### src/rtl/regfile_wb_arbiter_if.sv
// Bundle of writeback, multi-cycle and register-file write signals shared by the
// arbiter (slave) and the pipeline / test driver (master).
interface regfile_wb_arbiter_if;
  logic        wb_we;
  logic [4:0]  wb_rd;
  logic [31:0] wb_data;
  logic        mc_valid;
  logic [4:0]  mc_rd;
  logic [31:0] mc_data;
  logic        mc_ready;
  logic [4:0]  rs1;
  logic [4:0]  rs2;
  logic        rs1_hit;
  logic        rs2_hit;
  logic        WE3;
  logic [4:0]  A3;
  logic [31:0] WD3;
  logic        stall;
  logic        busy;

  modport master (
    output wb_we, wb_rd, wb_data, mc_valid, mc_rd, mc_data, rs1, rs2,
    input  mc_ready, rs1_hit, rs2_hit, WE3, A3, WD3, stall, busy
  );

  modport slave (
    input  wb_we, wb_rd, wb_data, mc_valid, mc_rd, mc_data, rs1, rs2,
    output mc_ready, rs1_hit, rs2_hit, WE3, A3, WD3, stall, busy
  );
endinterface

### src/rtl/regfile_wb_arbiter.sv
// Register-file write-port arbiter: pipeline writeback has priority over a 2-entry
// multi-cycle FIFO. Optional starvation guard enabled by macro REGFILE_STARVE_GUARD_EN.
module regfile_wb_arbiter #(
  parameter int unsigned STARVE_LIMIT = 4
) (
  input  logic                 clk,
  input  logic                 rst,
  regfile_wb_arbiter_if.slave  bus
);

  localparam int DEPTH = 2;

  logic [4:0]  rd_q   [DEPTH];
  logic [31:0] data_q [DEPTH];
  logic [1:0]  count_q, count_d;
  logic        head_q, head_d;
  logic        tail_q, tail_d;

  logic        we3_q, we3_d;
  logic [4:0]  a3_q, a3_d;
  logic [31:0] wd3_q, wd3_d;

  logic        stall;
  logic        mc_ready;
  logic        enq;
  logic        pipe_req;
  logic        head_req;
  logic        grant_pipe;
  logic        grant_head;

  logic [DEPTH-1:0] entry_valid;
  logic [DEPTH-1:0] hit1;
  logic [DEPTH-1:0] hit2;

  assign mc_ready   = (count_q < 2'd2);
  // A handshake with rd=0 completes but never occupies a slot.
  assign enq        = bus.mc_valid && mc_ready && (bus.mc_rd != 5'd0);
  assign pipe_req   = bus.wb_we && (bus.wb_rd != 5'd0) && !stall;
  assign head_req   = (count_q != 2'd0);
  assign grant_pipe = pipe_req;
  assign grant_head = !pipe_req && head_req;

  always_comb begin
    count_d = count_q;
    case ({enq, grant_head})
      2'b10:   count_d = count_q + 2'd1;
      2'b01:   count_d = count_q - 2'd1;
      default: count_d = count_q;
    endcase
    head_d = head_q ^ grant_head;
    tail_d = tail_q ^ enq;
  end

  always_comb begin
    we3_d = grant_pipe || grant_head;
    a3_d  = a3_q;
    wd3_d = wd3_q;
    if (grant_pipe) begin
      a3_d  = bus.wb_rd;
      wd3_d = bus.wb_data;
    end else if (grant_head) begin
      a3_d  = rd_q[head_q];
      wd3_d = data_q[head_q];
    end
  end

  always_ff @(posedge clk) begin
    if (rst) begin
      count_q <= 2'd0;
      head_q  <= 1'b0;
      tail_q  <= 1'b0;
      we3_q   <= 1'b0;
      a3_q    <= 5'd0;
      wd3_q   <= 32'd0;
    end else begin
      count_q <= count_d;
      head_q  <= head_d;
      tail_q  <= tail_d;
      we3_q   <= we3_d;
      a3_q    <= a3_d;
      wd3_q   <= wd3_d;
    end
  end

  // Payload storage carries no reset; occupancy alone defines validity.
  always_ff @(posedge clk) begin
    if (!rst && enq) begin
      rd_q[tail_q]   <= bus.mc_rd;
      data_q[tail_q] <= bus.mc_data;
    end
  end

  generate
    for (genvar gi = 0; gi < DEPTH; gi++) begin : g_entry
      assign entry_valid[gi] = (count_q == 2'd2) ||
                               ((count_q == 2'd1) && (head_q == 1'(gi)));
      assign hit1[gi] = entry_valid[gi] && (rd_q[gi] == bus.rs1);
      assign hit2[gi] = entry_valid[gi] && (rd_q[gi] == bus.rs2);
    end
  endgenerate

`ifdef REGFILE_STARVE_GUARD_EN
  logic [3:0] starve_q, starve_d;
  logic       stall_q, stall_d;

  // Counts pipe wins while the FIFO waits; hitting the limit forces one head issue.
  always_comb begin
    starve_d = starve_q;
    if (!head_req || grant_head) begin
      starve_d = 4'd0;
    end else if (grant_pipe) begin
      starve_d = starve_q + 4'd1;
    end
    stall_d = (starve_d == 4'(STARVE_LIMIT));
  end

  always_ff @(posedge clk) begin
    if (rst) begin
      starve_q <= 4'd0;
      stall_q  <= 1'b0;
    end else begin
      starve_q <= starve_d;
      stall_q  <= stall_d;
    end
  end

  assign stall = stall_q;
`else
  assign stall = 1'b0;
`endif

  assign bus.mc_ready = mc_ready;
  assign bus.rs1_hit  = (|hit1) && (bus.rs1 != 5'd0);
  assign bus.rs2_hit  = (|hit2) && (bus.rs2 != 5'd0);
  assign bus.WE3      = we3_q;
  assign bus.A3       = a3_q;
  assign bus.WD3      = wd3_q;
  assign bus.stall    = stall;
  assign bus.busy     = head_req;

endmodule

### src/flat_wrapper.sv
// flat-port wrapper written by rule: the top's interface ports become plain ports
module regfile_wb_arbiter_flat 
#(
  parameter int unsigned STARVE_LIMIT = 4
)
  (clk, rst, bus_wb_we, bus_wb_rd, bus_wb_data, bus_mc_valid, bus_mc_rd, bus_mc_data, bus_rs1, bus_rs2, bus_mc_ready, bus_rs1_hit, bus_rs2_hit, bus_WE3, bus_A3, bus_WD3, bus_stall, bus_busy);
  regfile_wb_arbiter_if bus_i ();
  input  logic clk;
  input  logic rst;
  input wire logic [$bits(bus_i.wb_we)-1:0] bus_wb_we;
  input wire logic [$bits(bus_i.wb_rd)-1:0] bus_wb_rd;
  input wire logic [$bits(bus_i.wb_data)-1:0] bus_wb_data;
  input wire logic [$bits(bus_i.mc_valid)-1:0] bus_mc_valid;
  input wire logic [$bits(bus_i.mc_rd)-1:0] bus_mc_rd;
  input wire logic [$bits(bus_i.mc_data)-1:0] bus_mc_data;
  input wire logic [$bits(bus_i.rs1)-1:0] bus_rs1;
  input wire logic [$bits(bus_i.rs2)-1:0] bus_rs2;
  output wire logic [$bits(bus_i.mc_ready)-1:0] bus_mc_ready;
  output wire logic [$bits(bus_i.rs1_hit)-1:0] bus_rs1_hit;
  output wire logic [$bits(bus_i.rs2_hit)-1:0] bus_rs2_hit;
  output wire logic [$bits(bus_i.WE3)-1:0] bus_WE3;
  output wire logic [$bits(bus_i.A3)-1:0] bus_A3;
  output wire logic [$bits(bus_i.WD3)-1:0] bus_WD3;
  output wire logic [$bits(bus_i.stall)-1:0] bus_stall;
  output wire logic [$bits(bus_i.busy)-1:0] bus_busy;
  assign bus_i.wb_we = bus_wb_we;
  assign bus_i.wb_rd = bus_wb_rd;
  assign bus_i.wb_data = bus_wb_data;
  assign bus_i.mc_valid = bus_mc_valid;
  assign bus_i.mc_rd = bus_mc_rd;
  assign bus_i.mc_data = bus_mc_data;
  assign bus_i.rs1 = bus_rs1;
  assign bus_i.rs2 = bus_rs2;
  assign bus_mc_ready = bus_i.mc_ready;
  assign bus_rs1_hit = bus_i.rs1_hit;
  assign bus_rs2_hit = bus_i.rs2_hit;
  assign bus_WE3 = bus_i.WE3;
  assign bus_A3 = bus_i.A3;
  assign bus_WD3 = bus_i.WD3;
  assign bus_stall = bus_i.stall;
  assign bus_busy = bus_i.busy;
  regfile_wb_arbiter #(.STARVE_LIMIT(STARVE_LIMIT)) u_core (.clk(clk), .rst(rst), .bus(bus_i));
endmodule
### config.mk
export PLATFORM = sky130hd
export DESIGN_NAME = regfile_wb_arbiter_flat
export DESIGN_NICKNAME = d
export VERILOG_FILES = /design/src/rtl/regfile_wb_arbiter_if.sv /design/src/rtl/regfile_wb_arbiter.sv /design/src/flat_wrapper.sv
export SDC_FILE = /design/constraint.sdc
export NUM_CORES = 1
export LEC_CHECK = 0
export CAP_MARGIN = 20
export CORE_ASPECT_RATIO = 2
export CORE_MARGIN = 2
export CORE_UTILIZATION = 40
export CTS_BUF_LIST = sky130_fd_sc_hd__clkbuf_8
export DETAILED_ROUTE_END_ITERATION = 7
export PLACE_DENSITY = 0.72
export RECOVER_POWER = 100
export SLEW_MARGIN = 20
export SYNTH_ARGS = -nofsm -noshare
export SYNTH_HDL_FRONTEND = slang
export SYNTH_SLANG_ARGS = --single-unit
### constraint.sdc
create_clock -name clk -period 6.9 [get_ports clk]
set_input_delay 2.07 -clock clk [delete_from_list [all_inputs] [get_ports clk]]
set_output_delay 2.07 -clock clk [all_outputs]
set_load 0.03 [all_outputs]
==> report_table.html <==
<table>
<tr><th>Metric</th><th>Value</th></tr>
<tr><th colspan="2">Status</th></tr>
<tr><td>Result of the run</td><td>complete, but fails checks</td></tr>
<tr><td>Violations in the final reports</td><td>max-capacitance violations, max-slew violations</td></tr>
<tr><th colspan="2">Placement</th></tr>
<tr><td>Routability congestion estimate from global placement</td><td>0.725</td></tr>
<tr><td>DP Area</td><td>6150 um2</td></tr>
<tr><td>Final HPWL DP</td><td>8340 um</td></tr>
<tr><td>Buffers added on ports</td><td>129</td></tr>
<tr><th colspan="2">Synthesis</th></tr>
<tr><td>Area leader, netlist</td><td>edfxtp_1</td></tr>
<tr><td>Count of flip-flops with a built-in enable after synthesis</td><td>74</td></tr>
<tr><td>Yosys top cell area share</td><td>0.467</td></tr>
<tr><td>Proportion of synthesized chip area in sequential cells</td><td>0.643</td></tr>
<tr><td>Total of flip-flops plus latches after synthesis</td><td>116</td></tr>
<tr><td>Number of distinct library cells after synthesis</td><td>31</td></tr>
<tr><td>Net Count, Synth</td><td>483</td></tr>
<tr><td>Dominant synthesized flop cell</td><td>edfxtp_1</td></tr>
<tr><td>Top cells by count, synth</td><td>74 x edfxtp_1, 72 x nand2_1, 42 x dfxtp_1</td></tr>
<tr><td>Synth warnings</td><td>0</td></tr>
<tr><td>Async set-or-reset flop fraction in the synthesized netlist</td><td>0</td></tr>
<tr><td>Most repeated cell in the gate-level netlist after synthesis</td><td>edfxtp_1</td></tr>
<tr><td>Ranking of synthesized cells by area</td><td>edfxtp_1 47%, dfxtp_1 18%, mux2i_1 7.8%</td></tr>
<tr><td>Syn avg cell area</td><td>12.2 um2</td></tr>
<tr><td>Netlist area before placement</td><td>4760 um2</td></tr>
<tr><td>Post-Synthesis Cells</td><td>391</td></tr>
<tr><th colspan="2">Layout</th></tr>
<tr><td>Net total in the final layout</td><td>610</td></tr>
<tr><td>Relative area change from synthesis to final layout</td><td>36.8%</td></tr>
<tr><td>Share of cells above drive strength 1</td><td>0.0621</td></tr>
<tr><td>Final instance area</td><td>6510 um2</td></tr>
<tr><th colspan="2">Timing</th></tr>
<tr><td>Final-report max-slew violation count</td><td>156</td></tr>
<tr><td>Count of endpoints failing hold in the final timing report</td><td>0</td></tr>
<tr><td>Upper clock frequency limit</td><td>159 MHz</td></tr>
<tr><td>Shortest clock period the worst path allows after layout</td><td>6.27 ns</td></tr>
<tr><td>Unrepaired setup endpoints after global routing</td><td>no</td></tr>
<tr><td>Transition time of the tightest slew-check pin</td><td>2.17 ns</td></tr>
<tr><td>Final worst-path cycle share</td><td>0.909</td></tr>
<tr><td>Aggregate negative setup slack</td><td>0 ns</td></tr>
<tr><td>Count of endpoints failing setup in the final report</td><td>0</td></tr>
<tr><td>Worst slew slack as a fraction of its limit</td><td>-0.448</td></tr>
<tr><td>Final setup skew</td><td>0.0112 ns</td></tr>
<tr><th colspan="2">Setup path</th></tr>
<tr><td>Worst path required time</td><td>4.83 ns</td></tr>
<tr><td>Critical path peak fanout</td><td>3</td></tr>
<tr><td>Kind of critical path</td><td>in2out</td></tr>
<tr><td>Crit path DAT</td><td>4.20 ns</td></tr>
<tr><td>Critical Path End Type</td><td>primary output</td></tr>
<tr><td>Startpoint kind of the worst setup timing path</td><td>primary input</td></tr>
<tr><th colspan="2">Clock network</th></tr>
<tr><td>Total setup buffers inserted after CTS</td><td>0</td></tr>
<tr><td>Longest Clk Path Bufs</td><td>2</td></tr>
<tr><td>Root Buffer</td><td>clkbuf_8</td></tr>
<tr><td>Worst skew pair latency</td><td>0.43 ns</td></tr>
<tr><td>Number of buffers created by CTS</td><td>17</td></tr>
<tr><td>Number of H-tree levels</td><td>4</td></tr>
<tr><td>Hold-fix buffers, CTS</td><td>0</td></tr>
<tr><td>CTS tree</td><td>yes</td></tr>
<tr><td>CTS sink cnt</td><td>116</td></tr>
<tr><td>Clock transition time at the flip-flop clock pins of the worst setup and hold paths</td><td>0.06 ns</td></tr>
<tr><td>Number of gates resized after CTS</td><td>0</td></tr>
<tr><th colspan="2">Die</th></tr>
<tr><td>Ports</td><td>131</td></tr>
<tr><td>Die extent in y</td><td>158 um</td></tr>
<tr><td>Overall die area</td><td>12800 um2</td></tr>
<tr><td>Effective utilization at floorplan</td><td>0.407</td></tr>
<tr><td>Horizontal die dimension</td><td>81.2 um</td></tr>
<tr><td>Core footprint</td><td>11700 um2</td></tr>
<tr><td>Row count</td><td>56</td></tr>
<tr><th colspan="2">GRT</th></tr>
<tr><td>Number of global-route vias before repair</td><td>3829</td></tr>
<tr><td>Gr ovfl total</td><td>0</td></tr>
<tr><td>GRT Util Overall</td><td>0.196</td></tr>
<tr><td>Maximum number of pins on one net before global-route repair</td><td>72</td></tr>
<tr><td>Wire length of the first global-routing pass</td><td>18200 um</td></tr>
<tr><td>Antenna violations before repair</td><td>0</td></tr>
<tr><th colspan="2">Drt</th></tr>
<tr><td>Total number of vias</td><td>3506</td></tr>
<tr><td>Number of design-rule violations left by the first detailed-router iteration</td><td>180</td></tr>
<tr><td>Antenna viol nets, final</td><td>0</td></tr>
<tr><td>Met1 wire length</td><td>4000 um</td></tr>
<tr><td>Uppermost layer routed</td><td>met4</td></tr>
<tr><td>Average wire length per cell after detail routing</td><td>17.7 um</td></tr>
<tr><td>DR WL met2</td><td>6980 um</td></tr>
<tr><td>Total length of routed met3 wires</td><td>463 um</td></tr>
<tr><td>Final routed DRC violation total</td><td>0</td></tr>
<tr><td>Routed via count divided by cell count</td><td>5.18</td></tr>
<tr><td>TritonRoute pass-1 iters</td><td>6</td></tr>
<tr><td>Final routed wirelength across all metal layers</td><td>12000 um</td></tr>
<tr><th colspan="2">Pwr</th></tr>
<tr><td>Final Total Pwr</td><td>2.14 mW</td></tr>
<tr><td>Maximum VDD drop</td><td>0.196 mV</td></tr>
<tr><td>Leakage power</td><td>2.33 nW</td></tr>
<tr><td>Pwr per Cell Area</td><td>328 nW/um2</td></tr>
<tr><th colspan="2">Worst hold path</th></tr>
<tr><td>Classification of the worst-slack hold path</td><td>reg2reg</td></tr>
<tr><th colspan="2">Job</th></tr>
<tr><td>Max-capacitance violation count</td><td>5</td></tr>
</table>
flip-flops by register name, summed over array words and instances (netlist names):
name / cells
u_core.data_q: 64
u_core.bus.A3: 5
u_core.rd_q: 10
u_core.bus.WE3: 1
u_core.count_q: 2
u_core.bus.WD3: 32
u_core.head_q: 1
u_core.tail_q: 1
worst max-delay path, stage by stage:
cell and delay, ns:
clkdlybuf4s50_1 0.56, xnor2_1 0.15, o2111ai_1 0.15, or3_1 0.39
a21oi_1 0.13, dlygate4sd3_1 0.75
per-stage QoR:
| step | hold slack, ns | instances | worst slack [ns] | util |
|---|---|---|---|---|
| after CTS | 0.562 | 674 | 0.713 | 0.559 |
| after floorplan | 0.494 | 391 | 1.30 | - |
| after detailed placement | 0.546 | 642 | 0.718 | 0.526 |
| after global routing | 0.603 | 676 | 0.565 | 0.556 |
| final | 0.545 | 677 | 0.627 | 0.557 |
| after global placement | 0.525 | 642 | 0.787 | 0.526 |
layout by cell type, fill, tap and decap left out, types with 6 or more instances in the layout:
cell	n
dlygate4sd3_1	79
edfxtp_1	74
nand2_1	72
clkdlybuf4s50_1	49
dfxtp_1	41
a21oi_1	40
mux2i_1	37
o211ai_1	36
clkbuf_8	20
xor2_1	13
xnor2_1	10
nor2_1	8
clkinv_2	6
power by group:
part           total, mW  internal (mW)  switching (mW)
Clock              0.600          0.343           0.257
Combinational      0.667          0.258           0.408
Sequential         0.870          0.832          0.0380
Total               2.14           1.43           0.703
layout make-up:
type,instances,area [um2]
Inverter,3,11.3
Timing Repair Buffer,135,1310
Clock inverter,12,113
Clock buffer,20,275
Fill cell,1019,5190
Multi-Input combinational cell,245,1550
Antenna cell,1,2.50
Sequential cell,116,3060
Tap cell,145,181
kinds of logic after synthesis:
| family | after synthesis | share of synthesized area |
|---|---|---|
| DFF | 116 | 0.643 |
| other | 1 | 0.000787 |
| adders and majority gates | 4 | 0.0105 |
| AOI/OAI and AO/OA | 86 | 0.113 |
| xor gates and xnor gates | 23 | 0.0423 |
| muxes | 37 | 0.0778 |
| buffers and inverters | 30 | 0.0297 |
| and+or+nand+nor | 94 | 0.0828 |
path summary, 6_finish.rpt:
check / startpoint / slack, ns / cells past startpoint / end
setup / recovery: bus_rs1[0] / 0.63 / 6 / bus_rs1_hit
hold / removal: u_core.tail_q$_SDFF_PP0_ / 0.54 / 2 / u_core.tail_q$_SDFF_PP0_
setup reg to reg: u_core.count_q[1]$_SDFFE_PP0P_ / 3.02 / 4 / u_core.data_q[1][31]$_DFFE_PP_
hold reg to reg: u_core.tail_q$_SDFF_PP0_ / 0.54 / 2 / u_core.tail_q$_SDFF_PP0_
routing by layer:
| metal | vias up | GRT usage |
|---|---|---|
| met5 | - | 0 |
| met3 | 36 | 0.0499 |
| li1 | 1676 | - |
| met2 | 108 | 0.380 |
| met4 | 0 | 0.115 |
| met1 | 1686 | 0.172 |
No activity file was read; power rests on OpenSTA's default activity.
